`config.mk`:
```
export PLATFORM = sky130hd
export DESIGN_NAME = superscalar_queue_flat
export DESIGN_NICKNAME = d
export VERILOG_FILES = /design/src/rtl/superscalar_queue_pkg.sv /design/src/rtl/superscalar_queue_if.sv /design/src/rtl/superscalar_queue.sv /design/src/flat_wrapper.sv
export SDC_FILE = /design/constraint.sdc
export NUM_CORES = 1
export LEC_CHECK = 0
export ABC_CLOCK_PERIOD_IN_PS = 10150
export BUFFER_PORTS_ARGS = -buffer_cell sky130_fd_sc_hd__clkbuf_2
export CAP_MARGIN = 10
export CORE_MARGIN = 5
export CORE_UTILIZATION = 65
export CTS_CLUSTER_DIAMETER = 80
export DETAILED_ROUTE_END_ITERATION = 6
export GPL_TIMING_DRIVEN = 0
export HOLD_SLACK_MARGIN = 0.06
export PLACE_DENSITY = 0.86
export SLEW_MARGIN = 20
export SYNTH_ARGS = -nofsm -noshare
export SYNTH_HDL_FRONTEND = slang
export SYNTH_SLANG_ARGS = --single-unit
```
`constraint.sdc`:
```
create_clock -name clk -period 10.15 [get_ports clk]
set_input_delay 0.5075 -clock clk [delete_from_list [all_inputs] [get_ports clk]]
set_output_delay 0.5075 -clock clk [all_outputs]
set_load 0.02 [all_outputs]
```
`src/rtl/superscalar_queue_pkg.sv`:
```
// rv32i_types: shared front-end sizing for the instruction queue and its entry type.
package rv32i_types;
    localparam int INST_QUEUE_DEPTH     = 8;
    localparam int INST_QUEUE_ENQ_WIDTH = 2;
    localparam int INST_QUEUE_DEQ_WIDTH = 2;
    typedef struct packed {
        logic [31:0] inst;
        logic [31:0] pc;
    } iq_entry_t;
endpackage

```
`src/rtl/superscalar_queue_if.sv`:
```
// superscalar_queue_if: enqueue/dequeue lanes and status bus of the instruction queue.
interface superscalar_queue_if
    import rv32i_types::*;
#(
    parameter int DATA_WIDTH  = 32,
    parameter int QUEUE_DEPTH = INST_QUEUE_DEPTH,
    parameter int ENQ_WIDTH   = INST_QUEUE_ENQ_WIDTH,
    parameter int DEQ_WIDTH   = INST_QUEUE_DEQ_WIDTH
);
    localparam int EW = $clog2(ENQ_WIDTH + 1);
    localparam int DW = $clog2(DEQ_WIDTH + 1);
    localparam int CW = $clog2(QUEUE_DEPTH) + 1;
    logic [ENQ_WIDTH-1:0][DATA_WIDTH-1:0] wdata_in;
    logic [EW-1:0]                        enqueue_count_in;
    logic                                 enqueue_ready_out;
    logic [DEQ_WIDTH-1:0][DATA_WIDTH-1:0] rdata_out;
    logic [DEQ_WIDTH-1:0]                 rvalid_out;
    logic [DW-1:0]                        dequeue_count_in;
    logic [CW-1:0]                        count_out;
    logic [CW-1:0]                        free_out;
    logic                                 full_out;
    logic                                 empty_out;
    logic                                 almost_full_out;
    modport master (
        output wdata_in, enqueue_count_in, dequeue_count_in,
        input  enqueue_ready_out, rdata_out, rvalid_out, count_out, free_out,
               full_out, empty_out, almost_full_out
    );
    modport slave (
        input  wdata_in, enqueue_count_in, dequeue_count_in,
        output enqueue_ready_out, rdata_out, rvalid_out, count_out, free_out,
               full_out, empty_out, almost_full_out
    );
endinterface

```
`src/rtl/superscalar_queue.sv`:
```
// superscalar_queue: multi-lane circular FIFO between fetch and decode with all-or-nothing
// enqueue, clipped dequeue, occupancy status and single-cycle flush.
module superscalar_queue
    import rv32i_types::*;
#(
    parameter int DATA_WIDTH   = 32,
    parameter int QUEUE_DEPTH  = INST_QUEUE_DEPTH,
    parameter int ENQ_WIDTH    = INST_QUEUE_ENQ_WIDTH,
    parameter int DEQ_WIDTH    = INST_QUEUE_DEQ_WIDTH,
    parameter int AFULL_THRESH = QUEUE_DEPTH - ENQ_WIDTH
) (
    input  logic               clk,
    input  logic               rst,
    input  logic               global_branch_signal,
    superscalar_queue_if.slave q
);
    localparam int AW = $clog2(QUEUE_DEPTH);
    localparam int PW = AW + 1;

    logic [PW-1:0]         head_q, tail_q, head_d, tail_d;
    logic [PW-1:0]         count, enq_n, deq_n, deq_eff;
    logic                  enq_ok;
    logic [DATA_WIDTH-1:0] mem_q [QUEUE_DEPTH];
    logic [ENQ_WIDTH-1:0]  wr_en;
    logic [AW-1:0]         wr_addr [ENQ_WIDTH];

    assign count   = tail_q - head_q;
    assign enq_n   = PW'(q.enqueue_count_in);
    assign deq_n   = PW'(q.dequeue_count_in);
    assign deq_eff = (deq_n < count) ? deq_n : count;
    // Room is judged on start-of-cycle occupancy only, so dequeue never feeds ready.
    assign enq_ok  = (q.free_out >= enq_n) && !global_branch_signal;
    assign head_d  = global_branch_signal ? '0 : head_q + deq_eff;
    assign tail_d  = global_branch_signal ? '0 : tail_q + (enq_ok ? enq_n : '0);

    assign q.enqueue_ready_out = enq_ok;
    assign q.count_out         = count;
    assign q.free_out          = PW'(QUEUE_DEPTH) - count;
    assign q.full_out          = count == PW'(QUEUE_DEPTH);
    assign q.empty_out         = count == '0;
    assign q.almost_full_out   = count >= PW'(AFULL_THRESH);

    for (genvar i = 0; i < ENQ_WIDTH; i++) begin : g_wr
        assign wr_en[i]   = enq_ok && (PW'(i) < enq_n);
        assign wr_addr[i] = tail_q[AW-1:0] + AW'(i);
    end

    for (genvar i = 0; i < DEQ_WIDTH; i++) begin : g_rd
        assign q.rvalid_out[i] = count > PW'(i);
        assign q.rdata_out[i]  = q.rvalid_out[i] ? mem_q[head_q[AW-1:0] + AW'(i)] : '0;
    end

    always_ff @(posedge clk) begin
        for (int i = 0; i < ENQ_WIDTH; i++)
            if (wr_en[i]) mem_q[wr_addr[i]] <= q.wdata_in[i];
    end

    always_ff @(posedge clk or negedge rst) begin
        if (!rst) begin
            head_q <= '0;
            tail_q <= '0;
        end else begin
            head_q <= head_d;
            tail_q <= tail_d;
        end
    end

    a_count: assert property (@(posedge clk) disable iff (!rst) count <= PW'(QUEUE_DEPTH));
    a_enq:   assert property (@(posedge clk) disable iff (!rst) int'(q.enqueue_count_in) <= ENQ_WIDTH);
    a_deq:   assert property (@(posedge clk) disable iff (!rst) int'(q.dequeue_count_in) <= DEQ_WIDTH);
endmodule

```
`src/flat_wrapper.sv`:
```
// flat-port wrapper written by rule: the top's interface ports become plain ports
module superscalar_queue_flat import rv32i_types::*;
#(
    parameter int DATA_WIDTH   = 32,
    parameter int QUEUE_DEPTH  = INST_QUEUE_DEPTH,
    parameter int ENQ_WIDTH    = INST_QUEUE_ENQ_WIDTH,
    parameter int DEQ_WIDTH    = INST_QUEUE_DEQ_WIDTH,
    parameter int AFULL_THRESH = QUEUE_DEPTH - ENQ_WIDTH
)
  (clk, rst, global_branch_signal, q_wdata_in, q_enqueue_count_in, q_dequeue_count_in, q_enqueue_ready_out, q_rdata_out, q_rvalid_out, q_count_out, q_free_out, q_full_out, q_empty_out, q_almost_full_out);
  superscalar_queue_if #(.DATA_WIDTH(DATA_WIDTH), .QUEUE_DEPTH(QUEUE_DEPTH), .ENQ_WIDTH(ENQ_WIDTH), .DEQ_WIDTH(DEQ_WIDTH)) q_i ();
  input  logic clk;
  input  logic rst;
  input  logic global_branch_signal;
  input wire logic [$bits(q_i.wdata_in)-1:0] q_wdata_in;
  input wire logic [$bits(q_i.enqueue_count_in)-1:0] q_enqueue_count_in;
  input wire logic [$bits(q_i.dequeue_count_in)-1:0] q_dequeue_count_in;
  output wire logic [$bits(q_i.enqueue_ready_out)-1:0] q_enqueue_ready_out;
  output wire logic [$bits(q_i.rdata_out)-1:0] q_rdata_out;
  output wire logic [$bits(q_i.rvalid_out)-1:0] q_rvalid_out;
  output wire logic [$bits(q_i.count_out)-1:0] q_count_out;
  output wire logic [$bits(q_i.free_out)-1:0] q_free_out;
  output wire logic [$bits(q_i.full_out)-1:0] q_full_out;
  output wire logic [$bits(q_i.empty_out)-1:0] q_empty_out;
  output wire logic [$bits(q_i.almost_full_out)-1:0] q_almost_full_out;
  assign q_i.wdata_in = q_wdata_in;
  assign q_i.enqueue_count_in = q_enqueue_count_in;
  assign q_i.dequeue_count_in = q_dequeue_count_in;
  assign q_enqueue_ready_out = q_i.enqueue_ready_out;
  assign q_rdata_out = q_i.rdata_out;
  assign q_rvalid_out = q_i.rvalid_out;
  assign q_count_out = q_i.count_out;
  assign q_free_out = q_i.free_out;
  assign q_full_out = q_i.full_out;
  assign q_empty_out = q_i.empty_out;
  assign q_almost_full_out = q_i.almost_full_out;
  superscalar_queue #(.DATA_WIDTH(DATA_WIDTH), .QUEUE_DEPTH(QUEUE_DEPTH), .ENQ_WIDTH(ENQ_WIDTH), .DEQ_WIDTH(DEQ_WIDTH), .AFULL_THRESH(AFULL_THRESH)) u_core (.clk(clk), .rst(rst), .global_branch_signal(global_branch_signal), .q(q_i));
endmodule
```
; Word-level counts from Yosys, hierarchy flattened
; Memories as Yosys holds them, arrays and structs flattened.
; Index checks and enable logic that the tools add are counted.
[classes]
add_sub_neg = 6
order_cmp = 7
n_eq_ne = 1
mux = 10
reduce_logical = 5
[ops]
columns = op, n
row1 = $mux 32, 2
row2 = $mux 4, 3
row3 = $add 4x4->4, 2
row4 = $gt 4x1->1 const B, 2
row5 = $add 3x1->3 const B, 2
row6 = $eq 4x4->1 const B, 1
row7 = $ge 4x2->1, 1
row8 = $ge 4x3->1 const B, 1
row9 = $logic_not 4->1, 1
row10 = $lt 1x2->1 const A, 2
row11 = $lt 2x4->1, 1
row12 = $mux 1, 4
row13 = $sub 4x4->4, 1
row14 = $sub 4x4->4 const A, 1
row15 = $logic_and 1x1->1, 3
row16 = $mux 2, 1
row17 = $logic_not 1->1, 1
[word_totals]
ff_bits = 8
ram_bits = 256
word_cells = 32
memories = 1
[mem_list]
columns = name, words, word_bits, rd, rd_clocked_by_memory_dff, write_ports, line_no
row1 = u_core.mem_q, 8, 32, 2, 0, 2, superscalar_queue.sv:23  ; logic [DATA_WIDTH-1:0] mem_q [QUEUE_DEPTH];

; Longest topological paths before layout
; Gate-level depths: netlist of run 1.
[depth]
ltp_word = 7
mapped_depth = 18
depth_no_buf = 16

; Worst setup path before layout of run 1
; Ideal clock, no wire load.
[synth_timing]
path_kind = register to register
from = reg u_core.tail_q[0]
to = mem u_core.mem_q[1][0] (enable)
t_arrival_ns = 5.079
required_time_ns = 9.680
slack_ns = 4.601
path_stages_with_launch = 12
period_less_slack_ns = 5.549
path_cell_list = dfrtp_1 -> inv_1 -> ha_1 -> fa_1 -> xor2_1 -> ha_1 -> a21oi_1 -> nand2_1 -> mux2i_2 -> or2_2 -> clkbuf_1 -> a211oi_1
[synth_lines]
columns = element, line_no
row1 = start: declaration, superscalar_queue.sv:20  ; logic [PW-1:0] head_q, tail_q, head_d, tail_d;
row2 = start signal: assignment, superscalar_queue.sv:64  ; tail_q <= tail_d;
row3 = end: declaration, superscalar_queue.sv:23

; Final worst setup path of run 1
[layout_timing]
from = reg u_core.head_q[2]
to = out q_enqueue_ready_out
[layout_via]
elab_chain_cells = 4
[layout_lines]
columns = element, line_no
row1 = start: declaration, superscalar_queue.sv:20
row2 = start signal: assignment, superscalar_queue.sv:60  ; head_q <= '0;
row3 = start signal: assignment, superscalar_queue.sv:63  ; head_q <= head_d;
row4 = $sub 4x4->4, superscalar_queue.sv:27  ; assign count = tail_q - head_q;
row5 = $sub 4x4->4, superscalar_queue.sv:38  ; assign q.free_out = PW'(QUEUE_DEPTH) - count;
row6 = $ge 4x2->1, superscalar_queue.sv:32  ; assign enq_ok = (q.free_out >= enq_n) && !global_branch_signal;
row7 = $logic_and 1x1->1, superscalar_queue.sv:32
row8 = end: declaration, flat_wrapper.sv:18  ; output wire logic [$bits(q_i.enqueue_ready_out)-1:0] q_enqueue_ready_out;
; Every way passes these cells.

==> impl_metrics.toml, run 1 <==
[finish]
insertedDiodeCount = 0
fin_util_pct = 75.8
final_nets = 1330
fill_cells = 1432
layout_commonest_cell = "edfxtp_1"
layout_common_cells = "edfxtp_1 (256), mux2_2 (214), clkbuf_2 (154), nand2_1 (136), mux4_2 (128)"
syn2layout_area_growth_pct = 15.6
drive_gt1_share_pct = 49.8

[grt]
met1_usage_pct = 43.9
grt_pass1_wl_um = 70600
grt_pass1_vias = 11600
antenna_found_initial = 3
grt.busiest_layer = "met2"
globalRouteTotalUtil_pct = 33.6
met2_usage_pct = 54.2
grt_overflow = 0
grt_util_met3_pct = 8.26
grt_max_degree = 19

[hold_path]
holdCritPathClass = "input pin to asynchronous set/reset pin"

[critical_path]
rr_worst_depth = 16
start_kind = "register"
end_kind = "primary output"
worst-path-max-fanout = 10
setup.worst_path.start = "u_core.head_q[2]$_DFF_PN0_"
path_class = "register to primary output"
rr_startpoint = "u_core.head_q[2]$_DFF_PN0_"
crit_path_end = "q_enqueue_ready_out"
worstReg2RegEnd = "u_core.tail_q[1]$_DFF_PN0_"
crit_required_ns = 9.64
cp.arrival_ns = 5.24
regToRegSetupSlack_ns = 4.60

[job]
maxCapViolCount = 0

[timing]
drv_slew = 0
fin_crit_ns = 5.75
final_hold_viol_count = 0
max_freq_mhz = 174
relSlewSlack_pct = 21.4
skew_ns = 0.0153
finalCritPeriodShare_pct = 56.6
setup_viol = 0
worst_pin_slew_ns = 1.17
fin_hold_ws_ns = 0.345
tns_ns = 0
fin_ws_ns = 4.40
rsz0062_at_grt = "false"

[clocking]
cts_htree_levels = 1
ctsResizeCount = 0
cts_made_buffers = 28
cts_setup_buffers = 0
cts_buffer_depth = 3
cts.sinks = 264
clk_latency_ns = 0.55
clk_pin_slew_ns = 0.07
cts_root_buf = "clkbuf_16"
cts_tree = "done"

[route]
wl_per_cell_um = 29.5
route.detailed.drc = 2
postRouteAntennaNets = 0
drtPass1Iterations = 7
wl_um = 47000
vias = 11400
viasPerCell = 7.16
detail_route.iter0.violations = 1817

[logic_synthesis]
synth_top_area_share_pct = 48.7
netlist_instances = 1049
yosysWarnings = 0
synth_seq_area_share_pct = 49.9
synth_area_mm2 = 0.0158
ys_types = 42
yosys.area.top_type = "edfxtp_1"
synth_area_leaders = "edfxtp_1 (49%), mux4_2 (18%), mux2_2 (15%), nand2_1 (3.2%), mux2_4 (2.9%)"
post_synth.cell_area_avg_um2 = 15.1
synth_nets = 1135
synth-seq-cells = 264

[place]
placement.io_buffers = 147
dp_hpwl_um = 30300
place_congestion = 0.876
place_ws_ns = 4.76

[floorplan]
die-area_mm2 = 0.0275
dieWidth_um = 166
rows = 57
die_y_um = 166
pin_count = 149
coreArea_mm2 = 0.0241
start_util_pct = 65.5

[pwr]
vdd_drop_max_mv = 0.344
finalPower_mw = 6.29
power_density_mw_per_mm2 = 344
p_leak_nw = 6.49

[run_status]
status = "finished, violations left"
violations = "DRC"
## registers in the layout, summed over array words and instances, names as in the netlist
| name | flops |
|---|---|
| u_core.tail_q | 4 |
| u_core.mem_q | 256 |
| u_core.head_q | 4 |
## area by class of cell
cell class,instances,area [um2],area share [%]
sequential,264,7890,43.2
clock inverter,14,125,0.685
clock buffer,38,800,4.38
multi-input combinational,689,7570,41.5
timing repair buffer,165,1050,5.76
inverter,14,52.6,0.288
tap,324,405,2.22
buffer,82,370,2.03
## cells in the mapped netlist (all sizes together)
cell    instances
a211oi          3
a21o            2
a21oi          73
and2            1
and3            1
and3b           1
buf            41
clkbuf         41
conb            1
dfrtp           8
edfxtp        256
fa              3
ha             12
inv            14
mux2          256
mux2i           1
mux4          128
nand2         137
nand2b          1
nand3           3
nand4           1
nand4b          1
nor2           20
nor2b           5
nor3            2
nor4            5
o21ai           7
o31a            1
o31ai           1
o32ai           3
or2             2
or3             5
or3b            1
or4             1
xnor2           5
xor2            6
## critical path, stage by stage (launching register included)
cell and delay, ns:
dfrtp_1 0.39, clkbuf_1 0.25, inv_1 0.25, clkbuf_1 0.65, ha_1 0.40, and3b_1 0.20
or3_1 0.40, nand2_2 0.13, mux2i_2 0.59, or2_2 0.22, clkbuf_1 0.78, inv_1 0.19
clkbuf_2 0.22
## kinds of logic (layout without fill, tap and decap cells)
group,after synthesis,count (layout),share of synthesized area (%)
DFF,264,264,49.9
buffers and inverters,96,313,2.62
muxes,385,385,37.3
adders and majority gates,15,15,1.33
AOI/OAI and AO/OA,90,90,3.04
xor gates and xnor gates,11,11,0.610
and+or+nand+nor,187,187,5.15
other,1,1,0.0237
## report_power, final
group          leakage, nW  switching [mW]  internal, mW
sequential            2.44           0.122          1.49
combinational         3.60            2.29          1.34
clock                0.453           0.436         0.602
## what timing repair did
item / 4_1_cts / 5_1_grt
hold buffers: 1 / 0
setup endpoints to repair: 0 / 0
hold endpoints to repair: 8 / 0
## worst min path at each step
stage,from,to,slack [ns]
floorplan,rst,u_core.head_q[0]$_DFF_PN0_,0.21
global placement,rst,u_core.tail_q[0]$_DFF_PN0_,0.37
detailed placement,rst,u_core.tail_q[0]$_DFF_PN0_,0.38
CTS,q_wdata_in[60],u_core.mem_q[1][28]$_DFFE_PP_,0.34
global route,rst,u_core.head_q[0]$_DFF_PN0_,0.37
finish,rst,u_core.tail_q[3]$_DFF_PN0_,0.34
## metal layers
metal | share of wire (%) | wire length [um]
met3 | 13 | 5930
met2 | 48 | 22600
met5 | 0.089 | 42
met4 | 4.7 | 2190
met1 | 34 | 16200
## per-stage QoR
stage | cells | cell area, um2
finish | 1590 | 18300
global route | 1590 | 18300
CTS | 1590 | 18300
detailed placement | 1537 | 17300
global placement | 1520 | 16900
floorplan | 1049 | 15800
No activity file was read; power rests on OpenSTA's default activity.
==> run 2: changes to the inputs <==
ABC_CLOCK_PERIOD_IN_PS = 5600   (was 10150)
CORE_UTILIZATION = 60   (was 65)
PLACE_DENSITY = 0.81   (was 0.86)
clock period = 5.6 ns   (was 10.15 ns; I/O delays follow)
==> run 2 against run 1 <==
  * The flow now finishes without violations
  * Final cell count increased by 0.69%
  * Critical path depth unchanged
  * Clock skew decreased by 0.0089 ns
  * Via count decreased by 5.4%
  * Critical path type unchanged
  * Largest cell class unchanged
  * Largest power group unchanged
  * Highest routed layer unchanged
==> impl_metrics.toml, run 2 (synthesis gave the netlist of run 1 again) <==
[grt]
grt_pass1_vias = 11100
globalRouteTotalUtil_pct = 30.6
antenna_found_initial = 6
grt_pass1_wl_um = 67100
grt_max_degree = 18
grt_overflow = 0

[pwr]
power_density_mw_per_mm2 = 618
vdd_drop_max_mv = 0.853
p_leak_nw = 6.47

[route]
detail_route.iter0.violations = 1405
vias = 10800
drtPass1Iterations = 5
wl_um = 45300
route.detailed.drc = 0
wl_per_cell_um = 28.3
postRouteAntennaNets = 0
viasPerCell = 6.72

[critical_path]
rr_worst_depth = 15
end_kind = "primary output"
path_class = "register to primary output"
regToRegSetupSlack_ns = 0.64
cp.arrival_ns = 4.93
worst-path-max-fanout = 10
rr_startpoint = "u_core.head_q[2]$_DFF_PN0_"
crit_required_ns = 5.32
setup.worst_path.start = "u_core.head_q[2]$_DFF_PN0_"
worstReg2RegEnd = "u_core.tail_q[1]$_DFF_PN0_"
start_kind = "register"

[timing]
fin_crit_ns = 5.21
final_hold_viol_count = 0
max_freq_mhz = 192
fin_ws_ns = 0.390
skew_ns = 0.00640
finalCritPeriodShare_pct = 93.0
relSlewSlack_pct = 27.3
setup_viol = 0
tns_ns = 0
worst_pin_slew_ns = 1.09
drv_slew = 0
rsz0062_at_grt = "false"

[place]
place_ws_ns = 0.162
dp_cells = 1548
place_congestion = 0.866
dp_hpwl_um = 30000
placement.io_buffers = 147

[floorplan]
pin_count = 149
coreArea_mm2 = 0.0260
die_y_um = 172
start_util_pct = 60.8
die-area_mm2 = 0.0297
rows = 59
dieWidth_um = 172

[finish]
final_nets = 1330
drive_gt1_share_pct = 49.2
layout_commonest_cell = "edfxtp_1"
stdcell_count = 1601
syn2layout_area_growth_pct = 15.5
largest_reg_flops = 256
layout_common_cells = "edfxtp_1 (256), mux2_2 (214), clkbuf_2 (150), nand2_1 (136), mux4_2 (128)"

[clocking]
clk_pin_slew_ns = 0.06
ctsResizeCount = 0
cts_tree = "done"
cts_htree_levels = 1
cts_buffer_depth = 3
clk_latency_ns = 0.55
cts.sinks = 264
cts_made_buffers = 29
cts_root_buf = "clkbuf_16"

[run_status]
status = "finished clean"

[hold_path]
holdCritPathClass = "input pin to asynchronous set/reset pin"

[job]
maxCapViolCount = 0
## run 2: cell count changes in the layout (fill, tap and decap cells not counted), sizes merged
| cell | delta |
|---|---|
| clkinv | +2 |
| buf | +4 |
| inv | +1 |
| clkinvlp | -2 |
| diode | +1 |
| clkbuf | -6 |
## run 2: where the power goes
part	total (mW)	internal [mW]	switching (mW)
Sequential	2.91	2.71	0.204
Combinational	6.54	2.43	4.10
Clock	1.83	1.04	0.782
Total	11.3	6.18	5.09
## run 2: worst max path at each step
stage | endpoint | slack, ns | cells after the start
detailed placement | u_core.tail_q[1]$_DFF_PN0_ | 0.16 | 16
floorplan | u_core.mem_q[1][0]$_DFFE_PP_ | 0.05 | 11
global placement | u_core.mem_q[0][8]$_DFFE_PP_ | -3.63 | 11
global route | u_core.tail_q[1]$_DFF_PN0_ | 0.31 | 16
finish | q_rdata_out[56] | 0.39 | 12
CTS | u_core.tail_q[1]$_DFF_PN0_ | 0.14 | 16
## run 2: timing repair
action / CTS / global route
hold buffers: 1 / 0
setup endpoints to repair: 0 / 4
buffers inserted: 0 / 0
hold endpoints to repair: 8 / 0
## run 2: cell type report
class                           instances  area (um2)
Multi-Input combinational cell        689        7570
Antenna cell                            1        2.50
Clock inverter                         15         130
Inverter                               14        52.6
Sequential cell                       264        7890
Clock buffer                           37         756
Tap cell                              335         419
Buffer                                 81         364
Fill cell                            1746        7740
Timing Repair Buffer                  165        1060
## run 2: worst max-delay path, cell delays in order (launching register included)
cell	delay, ns
dfrtp_1	0.39
clkbuf_1	0.25
inv_1	0.25
clkbuf_1	0.65
ha_1	0.41
and3b_1	0.20
or3_1	0.40
nand2_2	0.13
and3_1	0.17
clkbuf_1	0.46
clkbuf_1	0.66
a21oi_1	0.17
clkbuf_2	0.21
## run 2: stage by stage
step	area [um2]	total power [mW]	util [%]	hold slack, ns
floorplan	15800	7.07	-	-0.0156
global placement	17000	9.12	65.2	0.143
detailed placement	17300	9.41	66.7	0.143
CTS	18200	11.2	70.2	0.125
global route	18200	11.8	70.2	0.148
finish	18200	11.3	70.2	0.121
## run 2: layer usage
layer  share of wire, %  up-vias  track usage, %
li1                   -     4548               -
met1                 37     5416            41.3
met2                 49      668            50.0
met3                 11      124            6.81
met4                3.6       10            10.2
met5               0.16        -               0
==> run 3: changes to the inputs <==
CORE_MARGIN = 2   (was 5)
CORE_UTILIZATION = 62   (was 60)
CTS_BUF_LIST = sky130_fd_sc_hd__clkbuf_4   (was not set)
PLACE_DENSITY = 0.83   (was 0.81)
==> run 3 against run 2 <==
  * The flow now finishes with violations (DRC)
  * Core utilization up 5.9 points
  * Flip-flop and latch count unchanged
  * Routed wire length increased by 3.4%
  * Sequential share of layout area decreased by 2.0 points
  * Clock power decreased by 6%
  * Worst hold slack improved by 0.0081 ns
  * Non-clock buffer count increased by 95
  * First-iteration DRC count increased by 8.5%
  * Clock skew up 0.023 ns
==> impl_metrics.toml, run 3 (synthesis gave the netlist of run 1 again) <==
[timing]
max_freq_mhz = 190
finalCritPeriodShare_pct = 93.9
relSlewSlack_pct = 30.8
rsz0062_at_grt = "false"
skew_ns = 0.0295
fin_crit_ns = 5.26
drv_slew = 0
final_hold_viol_count = 0
worst_pin_slew_ns = 1.04
setup_viol = 0
tns_ns = 0

[place]
dp_hpwl_um = 29300
placement.io_buffers = 147
place_congestion = 0.832

[route]
drtPass1Iterations = 7
route.detailed.drc = 2
wl_um = 46800
vias = 11700
postRouteAntennaNets = 0
viasPerCell = 6.68
wl_per_cell_um = 26.7
detail_route.iter0.violations = 1525

[floorplan]
die-area_mm2 = 0.0268
die_y_um = 164
start_util_pct = 62.9
pin_count = 149
rows = 58
coreArea_mm2 = 0.0251
dieWidth_um = 164

[critical_path]
crit_path_end = "q_rdata_out[24]"
worst-path-max-fanout = 10
crit_chain = "clkbuf_1 > inv_1 > clkbuf_1 > ha_1 > and3b_1 > or3_1 > a21oi_1 > clkbuf_1 > a21oi_1 > clkbuf_2"
worstReg2RegEnd = "u_core.mem_q[5][26]$_DFFE_PP_"
path_class = "register to primary output"
setup.worst_path.start = "u_core.head_q[2]$_DFF_PN0_"
critical-path-max-stage-delay_ns = 0.71
rr_worst_depth = 12
rr_startpoint = "u_core.head_q[2]$_DFF_PN0_"
critPathMostFrequentCell = "clkbuf_1"
regToRegSetupSlack_ns = 0.40
crit_required_ns = 5.32
cp.arrival_ns = 4.98
cp_slowest_cell = "clkbuf_1"
end_kind = "primary output"
start_kind = "register"

[clocking]
ctsResizeCount = 0
cts_htree_levels = 3
clk_pin_slew_ns = 0.06
cts_made_buffers = 68
cts_buffer_depth = 3
clk_latency_ns = 0.69
cts.sinks = 264
cts_root_buf = "clkbuf_4"
cts_tree = "done"

[pwr]
power_density_mw_per_mm2 = 590
finalPower_mw = 11.3
vdd_drop_max_mv = 0.654
p_leak_nw = 6.92

[grt]
grt_pass1_vias = 12100
grt_max_degree = 19
grt_pass1_wl_um = 70000
grt_overflow = 0
globalRouteTotalUtil_pct = 36.0
antenna_found_initial = 2

[run_status]
violations = "DRC"
status = "finished, violations left"

[finish]
final_nets = 1464
largest_reg_flops = 256
syn2layout_area_growth_pct = 21.0
layout_commonest_cell = "edfxtp_1"
drive_gt1_share_pct = 48.5
layout_common_cells = "edfxtp_1 (256), mux2_2 (214), clkbuf_2 (150), nand2_1 (136), mux4_2 (128)"

[job]
maxCapViolCount = 0

[hold_path]
holdCritPathClass = "input pin to register"
==> run 3: cell types whose count changed in the layout (fill, tap and decap cells not counted), moves of 2 or more <==
cell           delta
clkbuf_1          -8
buf_8             -3
clkbuf_4        +102
buf_12            +3
clkbuf_16        -29
inv_8             -2
clkinv_2          -5
dlygate4sd3_1    +97
inv_2             +2
buf_16            -3
==> run 3: area by class of cell <==
cell class / count / area, um2
clock inverter: 9 / 86.3
antenna: 2 / 5.00
timing repair buffer: 260 / 1970
clock buffer: 102 / 766
buffer: 81 / 363
tap: 330 / 413
inverter: 14 / 52.6
multi-input combinational: 689 / 7570
fill: 1499 / 5990
sequential: 264 / 7890
==> run 3: metal layers <==
| metal | up-vias | global-route usage [%] | share of wire (%) |
|---|---|---|---|
| li1 | 4846 | - | - |
| met4 | 0 | 19.1 | 4.5 |
| met5 | - | 0 | 0 |
| met1 | 5798 | 45.8 | 36 |
| met3 | 169 | 9.93 | 12 |
| met2 | 890 | 56.7 | 48 |
==> run 3: repair_timing <==
action,CTS,global route
setup endpoints to repair,0,3
hold endpoints to repair,264,0
hold buffers,98,0
buffers inserted,0,0
==> run 3: critical path: cells and delay by family (launching register included) <==
family | cells | cell delay (ns)
buffers and inverters | 5 | 2.03
DFF | 1 | 0.39
AOI/OAI and AO/OA | 2 | 0.87
and+or+nand+nor | 2 | 0.60
adders and majority gates | 1 | 0.40
==> run 3: stage by stage <==
stage	hold WS (ns)	utilization (%)	area [um2]	setup slack, ns	instances
after floorplan	-0.0156	-	15800	0.0507	1049
after global placement	0.138	67.5	16900	-3.38	1526
after detailed placement	0.149	68.8	17300	0.248	1541
after CTS	0.120	76.1	19100	0.111	1750
after global routing	0.147	76.1	19100	0.219	1751
final	0.129	76.1	19100	0.344	1751
==> run 3: worst min path at each step <==
stage | cells past startpoint | to | startpoint
after floorplan | 0 | u_core.head_q[0]$_DFF_PN0_ | rst
after global placement | 1 | u_core.tail_q[1]$_DFF_PN0_ | rst
after detailed placement | 1 | u_core.tail_q[1]$_DFF_PN0_ | rst
after CTS | 5 | u_core.head_q[0]$_DFF_PN0_ | q_dequeue_count_in[0]
after global routing | 4 | u_core.tail_q[0]$_DFF_PN0_ | q_enqueue_count_in[0]
final | 4 | u_core.tail_q[0]$_DFF_PN0_ | q_enqueue_count_in[0]
==> run 3: where the power goes <==
group | switching (mW) | internal, mW
clock network | 0.805 | 0.914
registers | 0.206 | 2.71
logic | 4.15 | 2.50
total | 5.16 | 6.12
